`src/rtl/bus_pipe_reg.sv`:
```
// Elastic WIDTH x DEPTH register pipeline: valid/ready handshake, bubble collapsing,
// synchronous flush and occupancy count. Define BUS_PIPE_PARITY_EN to add per-word parity.
module bus_pipe_reg #(
  parameter int unsigned WIDTH = 8,
  parameter int unsigned DEPTH = 4,
  parameter int unsigned CNTW  = $clog2(DEPTH + 1)
) (
  input  logic             CLK,
  input  logic             RN,
  input  logic             FLUSH,
  input  logic             IN_VALID,
  output logic             IN_READY,
  input  logic [WIDTH-1:0] IN_DATA,
  output logic             OUT_VALID,
  input  logic             OUT_READY,
  output logic [WIDTH-1:0] OUT_DATA,
`ifdef BUS_PIPE_PARITY_EN
  input  logic             IN_PAR,
  output logic             OUT_PAR,
  output logic             PAR_ERR,
`endif
  output logic [CNTW-1:0]  COUNT
);

  logic [DEPTH-1:0] r_v;
  logic [WIDTH-1:0] r_d [DEPTH];
  logic [CNTW-1:0]  r_count;
  logic [DEPTH-1:0] w_mv;
  logic             w_accept;
  logic             w_out_xfer;

  // Move chain resolved from the output side so a full pipe can shift in lockstep
  always_comb begin
    w_mv          = '0;
    w_mv[DEPTH-1] = r_v[DEPTH-1] & OUT_READY;
    for (int i = int'(DEPTH) - 2; i >= 0; i--) begin
      w_mv[i] = r_v[i] & (~r_v[i+1] | w_mv[i+1]);
    end
  end

  assign IN_READY   = ~FLUSH & (~r_v[0] | w_mv[0]);
  assign w_accept   = IN_VALID & IN_READY;
  assign OUT_VALID  = r_v[DEPTH-1] & ~FLUSH;
  assign w_out_xfer = OUT_VALID & OUT_READY;
  assign OUT_DATA   = r_d[DEPTH-1];
  assign COUNT      = r_count;

  // Stage valid/data registers; data only ever loads real words
  always_ff @(posedge CLK or negedge RN) begin
    if (!RN) begin
      r_v <= '0;
      for (int i = 0; i < int'(DEPTH); i++) begin
        r_d[i] <= '0;
      end
    end else if (FLUSH) begin
      r_v <= '0;
    end else begin
      if (w_accept) begin
        r_d[0] <= IN_DATA;
        r_v[0] <= 1'b1;
      end else if (w_mv[0]) begin
        r_v[0] <= 1'b0;
      end
      for (int i = 1; i < int'(DEPTH); i++) begin
        if (w_mv[i-1]) begin
          r_d[i] <= r_d[i-1];
          r_v[i] <= 1'b1;
        end else if (w_mv[i]) begin
          r_v[i] <= 1'b0;
        end
      end
    end
  end

  // Occupancy tracks accepts minus output transfers
  always_ff @(posedge CLK or negedge RN) begin
    if (!RN) begin
      r_count <= '0;
    end else if (FLUSH) begin
      r_count <= '0;
    end else begin
      case ({w_accept, w_out_xfer})
        2'b10:   r_count <= r_count + CNTW'(1);
        2'b01:   r_count <= r_count - CNTW'(1);
        default: r_count <= r_count;
      endcase
    end
  end

`ifdef BUS_PIPE_PARITY_EN
  logic [DEPTH-1:0] r_p;
  logic             r_par_err;

  // Parity bit travels with its word; error flag is sticky until reset
  always_ff @(posedge CLK or negedge RN) begin
    if (!RN) begin
      r_p       <= '0;
      r_par_err <= 1'b0;
    end else if (!FLUSH) begin
      if (w_accept) begin
        r_p[0] <= IN_PAR;
        if ((^IN_DATA) != IN_PAR) begin
          r_par_err <= 1'b1;
        end
      end
      for (int i = 1; i < int'(DEPTH); i++) begin
        if (w_mv[i-1]) begin
          r_p[i] <= r_p[i-1];
        end
      end
    end
  end

  assign OUT_PAR = r_p[DEPTH-1];
  assign PAR_ERR = r_par_err;
`endif

endmodule

```
`config.mk`:
```
export PLATFORM = sky130hd
export DESIGN_NAME = bus_pipe_reg
export DESIGN_NICKNAME = d
export VERILOG_FILES = /design/src/rtl/bus_pipe_reg.sv
export SDC_FILE = /design/constraint.sdc
export NUM_CORES = 1
export LEC_CHECK = 0
export CORE_MARGIN = 2
export CORE_UTILIZATION = 53
export DETAILED_ROUTE_END_ITERATION = 10
export DONT_BUFFER_PORTS = 1
export PLACE_DENSITY = 0.68
export SYNTH_ARGS = -nofsm -noshare
export SYNTH_HDL_FRONTEND = slang
export SYNTH_SLANG_ARGS = --single-unit
```
`constraint.sdc`:
```
create_clock -name CLK -period 2 [get_ports CLK]
set_input_delay 0.4 -clock CLK [delete_from_list [all_inputs] [get_ports CLK]]
set_output_delay 0.4 -clock CLK [all_outputs]
set_load 0.02 [all_outputs]
```
-- Word-level counts from Yosys, hierarchy flattened
Cells that the tools add are included.
- flip-flop bits (word level): 39
- bits of input ports: 13
- output and inout port bits: 13
- logic and storage cells: 50
- $add $sub $neg: 2
- eq/ne operators: 2
- muxes and demuxes: 11
- bitwise logic cells: 17
- reductions and logical operators: 9
- operator list (operator ; number):
    $reduce_bool A3 Y1 ; 5
    $and A1 B1 Y1 ; 8
    $mux W1 ; 8
    $reduce_and A2 Y1 ; 4
    $pmux W3 S2 ; 1
    $not A1 Y1 ; 5
    $mux W4 ; 1
    $or A1 B1 Y1 ; 4
    $add A3 B1 Y3 const B ; 1
    $mux W3 ; 1
    $sub A3 B1 Y3 const B ; 1
    $eq A2 B1 Y1 const B ; 1
    $eq A2 B2 Y1 const B ; 1

-- Logic depth before layout (Yosys ltp)
Gate-level depths: netlist of run 1.
- depth after elaboration: 13
- depth in mapped cells: 7
- depth with buffers taken out: 6

-- Worst setup path before layout of run 1
No wires, ideal clock.
- path type: in2reg
- start: input port FLUSH
- end: register r_count[2] (netlist: COUNT[2])
- setup time: 125 ps
- arrival time: 1867 ps
- data required time: 1875 ps
- path slack: 8 ps
- stages: 6
- buffers on the path: 1
- cell sequence: clkbuf_1 > nor3_1 > fa_1 > and3b_1 > a311oi_1 > mux2_2
- cells in the longest elaborated chain, start to end: 6
- elaborated cells on any way between the ends: 10
- those cells by class: 2 x eq/ne; 2 x mux; 5 x bitwise; 1 x reduce/logical
- RTL lines (what ; line ; source):
    from (decl) ; 10 ; input logic FLUSH,
    $not A1 Y1 (no source line) ; -- ;
    $and A1 B1 Y1, on equally long branches ; 43, 41 ;
    $and A1 B1 Y1, on equally long branches ; 44, 42 ;
    $eq A2 B1 Y1 / $eq A2 B2 Y1 (equally long branches) ; 82 ; case ({w_accept, w_out_xfer})
    $pmux W3 S2 ; 82 ;
    $mux W3 ; 79 ; end else if (FLUSH) begin
    to (signal assigned) ; 83 ; 2'b10: r_count <= r_count + CNTW'(1);
    to (signal assigned) ; 84 ; 2'b01: r_count <= r_count - CNTW'(1);
    to (signal assigned) ; 85 ; default: r_count <= r_count;
    to (decl) ; 27 ; logic [CNTW-1:0] r_count;
Parallel ways exist; a longest one is shown, timed or not.
A chain may end at the register's enable or synchronous reset.

-- Worst setup path after layout of run 1
- start: register r_v[3]
- end: register r_count[2] (netlist: COUNT[2])
- cells in the longest elaborated chain, start to end: 13
- elaborated cells on any way between the ends: 18
- those cells by class: 2 x eq/ne; 2 x mux; 13 x bitwise; 1 x reduce/logical
- RTL lines (what ; line ; source):
    from (decl) ; 25 ; logic [DEPTH-1:0] r_v;
    from (signal assigned) ; 51 ; r_v <= '0;
    from (signal assigned) ; 56 ; r_v <= '0;
    from (signal, indexed assignment) ; 67 ; r_v[i] <= 1'b1;
    $and A1 B1 Y1 / $not A1 Y1 (equally long branches) ; 35, 37 ;
    $or A1 B1 Y1 ; 37 ; w_mv[i] = r_v[i] & (~r_v[i+1] | w_mv[i+1]);
    $and A1 B1 Y1 ; 37 ;
    $or A1 B1 Y1 ; 37 ;
    $and A1 B1 Y1 ; 37 ;
    $or A1 B1 Y1 ; 37 ;
    $and A1 B1 Y1 ; 37 ;
    $or A1 B1 Y1 ; 41 ; assign IN_READY = ~FLUSH & (~r_v[0] | w_mv[0]);
    $and A1 B1 Y1 ; 41 ;
    $and A1 B1 Y1 ; 42 ; assign w_accept = IN_VALID & IN_READY;
    $eq A2 B1 Y1 / $eq A2 B2 Y1 (equally long branches) ; 82 ;
    $pmux W3 S2 ; 82 ;
    $mux W3 ; 79 ;
Parallel ways exist; a longest one is shown, timed or not.

==> results of run 1 <==
[flip-flops by register name, indices dropped and copies added, names as in the netlist]
| register | flops |
|---|---|
| COUNT | 3 |
| OUT_DATA | 8 |
| r_d | 24 |
| r_v | 4 |
[final timing paths]
| check | start | endpoint | slack (ps) | cells after the start |
|---|---|---|---|---|
| max | r_v[3] | COUNT[2] | 170 | 6 |
| min | FLUSH | r_v[3] | 110 | 1 |
| max reg2reg | r_v[3] | COUNT[2] | 170 | 6 |
| min reg2reg | r_d[25] | r_d[17] | 500 | 1 |
| max in group asynchronous | RN | r_v[3] | 1310 | 2 |
| min in group asynchronous | RN | r_d[13] | 490 | 2 |
[metrics by stage]
stage / utilization (%) / cells / power [mW] / instance area [um^2] / hold WS (ps)
floorplan: - / 127 / 1.50 / 1750 / 104
global placement: 55.6 / 160 / 1.46 / 1730 / 105
detailed placement: 55.6 / 160 / 1.48 / 1730 / 105
CTS: 59.0 / 170 / 1.96 / 1830 / 93.0
global route: 59.0 / 170 / 2.06 / 1830 / 86.6
finish: 59.0 / 170 / 1.94 / 1830 / 114
[metal layers]
layer,vias up,track usage [%]
li1,445,-
met1,498,20.8
met2,24,26.4
met3,5,5.67
met4,0,10.0
met5,-,0
[cell usage in the layout (no fill, tap or decap), drive strengths merged, types with 2 or more instances in the layout]
| cell | count |
|---|---|
| dfrtp | 39 |
| mux2 | 34 |
| nor2 | 9 |
| clkbuf | 7 |
| nor2b | 4 |
| buf | 4 |
| inv | 3 |
| a31oi | 3 |
| nand3 | 2 |
| a21oi | 2 |
| a311oi | 2 |
| o21ai | 2 |
[layout make-up]
class	instances	area share (%)
clock buffer	7	3.56
clock inverter	1	0.410
tap	44	3.01
timing repair buffer	5	2.87
multi-input combinational	71	36.2
sequential	39	53.4
inverter	3	0.616
[cell usage after synthesis]
library cell / count / area share (%)
sky130_fd_sc_hd__nor4bb_1: 1 / 0.57
sky130_fd_sc_hd__mux2_4: 8 / 6.9
sky130_fd_sc_hd__nand3_1: 2 / 0.57
sky130_fd_sc_hd__nor2b_1: 3 / 1.1
sky130_fd_sc_hd__clkbuf_1: 2 / 0.43
sky130_fd_sc_hd__nand2_1: 1 / 0.21
sky130_fd_sc_hd__buf_6: 2 / 1.3
sky130_fd_sc_hd__nor2_1: 9 / 1.9
sky130_fd_sc_hd__o21ba_2: 1 / 0.57
sky130_fd_sc_hd__buf_2: 2 / 0.57
sky130_fd_sc_hd__a211oi_1: 1 / 0.43
sky130_fd_sc_hd__nand2b_1: 1 / 0.36
sky130_fd_sc_hd__and3_1: 1 / 0.36
sky130_fd_sc_hd__o21ai_2: 1 / 0.50
sky130_fd_sc_hd__nand3b_1: 1 / 0.43
sky130_fd_sc_hd__inv_1: 3 / 0.64
sky130_fd_sc_hd__a31o_2: 1 / 0.50
sky130_fd_sc_hd__a21oi_1: 2 / 0.57
sky130_fd_sc_hd__nor3_1: 1 / 0.29
sky130_fd_sc_hd__a311oi_1: 2 / 1.0
sky130_fd_sc_hd__dfrtp_1: 39 / 56
sky130_fd_sc_hd__a311o_1: 1 / 0.57
sky130_fd_sc_hd__mux2_2: 26 / 17
sky130_fd_sc_hd__fa_1: 1 / 1.1
sky130_fd_sc_hd__and3b_1: 1 / 0.50
sky130_fd_sc_hd__a31oi_1: 3 / 1.1
sky130_fd_sc_hd__nor2b_4: 1 / 0.79
sky130_fd_sc_hd__o21ai_0: 1 / 0.29
sky130_fd_sc_hd__buf_4: 8 / 3.4
sky130_fd_sc_hd__a211o_1: 1 / 0.50
[timing repair]
| action | in CTS | in global routing |
|---|---|---|
| endpoints found under the hold margin | 39 | 0 |
| setup endpoints to repair | 0 | 0 |
| hold buffers | 2 | 0 |
[kinds of logic (layout without fill, tap and decap cells)]
group	after synthesis	after routing	synth area share (%)
AO/OA/AOI/OAI	14	14	6.01
buffers and inverters	17	16	6.37
multiplexers	34	34	23.6
adder cells (fa/ha/maj)	1	1	1.14
flip-flops	39	39	55.8
AND/OR/NAND/NOR	22	22	7.08
[power breakdown]
| group | leakage [nW] | internal (mW) | switching (mW) | total (mW) |
|---|---|---|---|---|
| Clock | 0.0375 | 0.206 | 0.255 | 0.460 |
| Combinational | 0.306 | 0.202 | 0.0933 | 0.295 |
| Sequential | 0.484 | 0.991 | 0.193 | 1.18 |
| Total | 0.828 | 1.40 | 0.541 | 1.94 |
==> impl_metrics.py, run 1 <==
metrics = {
    "die": {
        "floorplan.die.height_um": 61.5,
        "ios": 26,
        "floorplan.core_area_mm2": 0.00310,
        "core.rowCount": 20,
        "initial_utilization_pct": 56.4,
        "fp.dieArea_mm2": 0.00378,
        "die_x_um": 61.5,
    },
    "timing": {
        "final_setup_viols": 0,
        "tightestPinTransition_ps": 584,
        "fin_setup_tns_ps": 0,
        "final.setup_skew_ps": 18.3,
        "finalCriticalPeriod_ps": 1830,
        "timing_hold_violations_final": 0,
        "final_max_slew_viol_count": 0,
        "final.setup.worst_slack_ps": 169,
        "fin_crit_sh_pct": 91.6,
        "max-slew-margin-rel_pct": 61.1,
        "clock.fmax_mhz": 546,
        "grt_setup_unrepaired": "no",
    },
    "layout": {
        "layout-drive-gt1-share_pct": 39.7,
        "fillers": 270,
        "layout-area-overhead-vs-synth_pct": 4.58,
        "register_area_um2": 976,
        "n_antenna_cell": 0,
        "num-nets-final": 139,
        "multiInputGateArea_um2": 662,
    },
    "yosys": {
        "synth.cell_area_mm2": 0.00175,
        "synth.distinct_cells": 30,
        "synth_cells": 127,
        "ys_seq_elements": 39,
        "postSynthAreaPerCell_um2": 13.8,
        "ys_seq_area_share_pct": 55.8,
        "synth_nets": 141,
        "synthesis.yosys.warnings": 0,
    },
    "routing": {
        "dr_wl_met3_um": 160,
        "wl_met2_mm": 1.33,
        "drt_first_iter_violations": 58,
        "detail_route.vias_per_cell": 5.72,
        "dr_total_vias": 972,
        "top_signal_layer_used": "met4",
        "antenna_left": 0,
        "remaining_design_rule_violation_count": 0,
        "routedLengthMet1_mm": 1.19,
        "wire_length_per_cell_um": 16.1,
        "firstDrtPassIters": 4,
        "routed_wl_mm": 2.73,
    },
    "global_routing": {
        "grt_pass1_vias": 977,
        "globalRouteTotalUtil_pct": 17.0,
        "global_route.overflow_total": 0,
        "grt_first_pass_wirelength_mm": 4.51,
        "antenna_found_initial": 0,
        "largest_net_degree_at_the_start_of_global_routing": 40,
    },
    "clock_tree": {
        "post_cts_resize_count": 0,
        "clockRootBuffer": "sky130_fd_sc_hd__clkbuf_4",
        "cts_setup_buffers": 0,
        "clkLatencyLatePin_ps": 350,
        "clockBufferDepth": 2,
        "cts_num_sinks": 39,
        "cts_htree_levels": 2,
        "cts.reportedPaths.clkPinSlew_ps": 100,
        "cts_made_buffers": 5,
        "cts_tree": "yes",
    },
    "worst_hold_path": {
        "holdCritPathClass": "input pin to flip-flop",
    },
    "setup_path": {
        "crit_arrival_ps": 2060,
        "timing.critical_path.to_type": "flip-flop",
        "worstPathMaxFanout": 3,
        "critical-path-max-stage-delay_ps": 400,
        "timing.setup.critical_path_class": "flip-flop to flip-flop",
        "crit_buf_inv": 0,
        "worstPathRequired_ps": 2230,
        "crit_path_top_delay_cell": "sky130_fd_sc_hd__fa_1",
        "critPathTopFamily": "adder cells",
        "path_cells": "nand2_1, nor3_1, fa_1, and3b_1, a311oi_1, mux2_2",
        "worstSetupStartpointType": "flip-flop",
    },
    "pwr": {
        "leakagePower_nw": 0.828,
        "peakVddDrop_mv": 0.545,
        "power_density_mw_per_mm2": 1060,
    },
    "placed_design": {
        "detailedPlace.worstSlack_ps": 154,
        "dp.final_hpwl_mm": 1.90,
        "finalWeightedCongestion": 0.848,
        "io_buffers": 0,
    },
    "run_status": {
        "status": "finished clean",
    },
    "flow_run": {
        "timing.max_cap.violations": 0,
    },
}
(Power assumes the default switching activity.)
==> inputs of run 2 (changes only) <==
SETUP_SLACK_MARGIN = 0.2   (was default)
==> impl_metrics.py, run 2 (synthesis gave the netlist of run 1 again) <==
metrics = {
    "timing": {
        "timing_hold_violations_final": 0,
        "fin_crit_sh_pct": 90.4,
        "clock.fmax_mhz": 553,
        "fin_setup_tns_ps": 0,
        "max-slew-margin-rel_pct": 72.1,
        "grt_setup_unrepaired": "yes",
        "final_setup_viols": 0,
        "final.setup_skew_ps": 10.1,
        "finalCriticalPeriod_ps": 1810,
        "tightestPinTransition_ps": 418,
        "final_max_slew_viol_count": 0,
        "final.hold.worst_slack_ps": 87.4,
    },
    "placed_design": {
        "dp.final_hpwl_mm": 1.87,
        "finalWeightedCongestion": 0.911,
        "placed_area_mm2": 0.00173,
        "io_buffers": 0,
    },
    "layout": {
        "most-common-layout-cells": "sky130_fd_sc_hd__dfrtp_1 (38), sky130_fd_sc_hd__mux2_2 (25), sky130_fd_sc_hd__mux2_4 (9)",
        "largest-register": "r_d",
        "layout.cells.most_common": "sky130_fd_sc_hd__dfrtp_1",
        "fin_area_mm2": 0.00186,
        "largest_register_ffs": 24,
        "n_antenna_cell": 0,
        "layout-drive-gt1-share_pct": 46.0,
        "layout-area-overhead-vs-synth_pct": 6.29,
        "num-nets-final": 139,
        "finish.utilization_pct": 59.9,
    },
    "die": {
        "initial_utilization_pct": 56.4,
        "die_x_um": 61.5,
        "core.rowCount": 20,
        "fp.dieArea_mm2": 0.00378,
        "ios": 26,
        "floorplan.core_area_mm2": 0.00310,
        "floorplan.die.height_um": 61.5,
    },
    "pwr": {
        "peakVddDrop_mv": 0.433,
        "leakagePower_nw": 0.829,
        "power_density_mw_per_mm2": 1010,
    },
    "clock_tree": {
        "clockBufferDepth": 2,
        "cts.reportedPaths.clkPinSlew_ps": 130,
        "cts_htree_levels": 2,
        "cts_num_sinks": 39,
        "clkLatencyLatePin_ps": 350,
        "cts_made_buffers": 5,
        "clockRootBuffer": "sky130_fd_sc_hd__clkbuf_4",
        "cts_tree": "yes",
        "cts_setup_buffers": 0,
    },
    "setup_path": {
        "reg2reg_slack_ps": 190,
        "timing.setup.critical_path_class": "flip-flop to flip-flop",
        "crit_arrival_ps": 2060,
        "worstPathMaxFanout": 3,
        "worstPathRequired_ps": 2250,
        "timing.critical_path.to_type": "flip-flop",
        "worstSetupStartpointType": "flip-flop",
    },
    "routing": {
        "dr_total_vias": 940,
        "firstDrtPassIters": 4,
        "remaining_design_rule_violation_count": 0,
        "antenna_left": 0,
        "routed_wl_mm": 2.76,
        "drt_first_iter_violations": 22,
        "wire_length_per_cell_um": 16.2,
        "detail_route.vias_per_cell": 5.53,
    },
    "global_routing": {
        "globalRouteTotalUtil_pct": 16.4,
        "largest_net_degree_at_the_start_of_global_routing": 40,
        "grt_pass1_vias": 937,
        "antenna_found_initial": 0,
        "global_route.overflow_total": 0,
        "grt_first_pass_wirelength_mm": 4.33,
    },
    "flow_run": {
        "timing.max_cap.violations": 0,
    },
    "run_status": {
        "status": "finished clean",
    },
    "worst_hold_path": {
        "holdCritPathClass": "input pin to flip-flop",
    },
}
-- run 2: power by group --
group | switching [mW] | leakage, nW | internal (mW)
clock network | 0.272 | 0.0272 | 0.134
registers | 0.191 | 0.483 | 0.991
logic | 0.0914 | 0.319 | 0.205
total | 0.554 | 0.829 | 1.33
-- run 2: repair_timing --
item,CTS,global route
hold buffers,2,0
endpoints found under the setup margin,1,6
pin swaps,0,2
hold endpoints to repair,39,0
gates resized for setup,1,8
-- run 2: cell type report --
type                            count  area [um^2]
Clock buffer                        5         37.5
Clock inverter                      3         20.0
Fill cell                         270         1240
Inverter                            3         11.3
Multi-Input combinational cell     71          706
Sequential cell                    39          977
Tap cell                           44         55.1
Timing Repair Buffer                5         52.6
-- run 2: path summary, 6_finish.rpt --
| kind | end | from | cells after the start |
|---|---|---|---|
| min reg2reg | r_d[20] | r_d[28] | 1 |
| min | r_v[2] | FLUSH | 1 |
| max reg2reg | COUNT[2] | r_v[3] | 6 |
| max | COUNT[2] | r_v[3] | 6 |
| min in group asynchronous | r_d[8] | RN | 2 |
| max in group asynchronous | OUT_DATA[5] | RN | 2 |
-- run 2: critical path, cell delays in order (launching register included) --
cell	delay, ps
sky130_fd_sc_hd__dfrtp_1	410
sky130_fd_sc_hd__nand2_1	120
sky130_fd_sc_hd__nor3_2	60
sky130_fd_sc_hd__fa_2	380
sky130_fd_sc_hd__and3b_1	190
sky130_fd_sc_hd__a311oi_2	220
sky130_fd_sc_hd__mux2_4	320
-- run 2: stage by stage --
stage | power, mW | std cells | worst slack, ps
after floorplan | 1.51 | 127 | 188
after global placement | 1.45 | 160 | 222
after detailed placement | 1.48 | 160 | 204
after CTS | 1.90 | 170 | 204
after global routing | 2.00 | 170 | 151
final | 1.88 | 170 | 191
-- run 2: metal layers --
layer,track usage [%],vias up,wire (um)
li1,-,437,-
met1,21.1,458,1250
met2,23.1,39,1200
met3,9.66,6,272
met4,5.78,0,40
met5,0,-,0
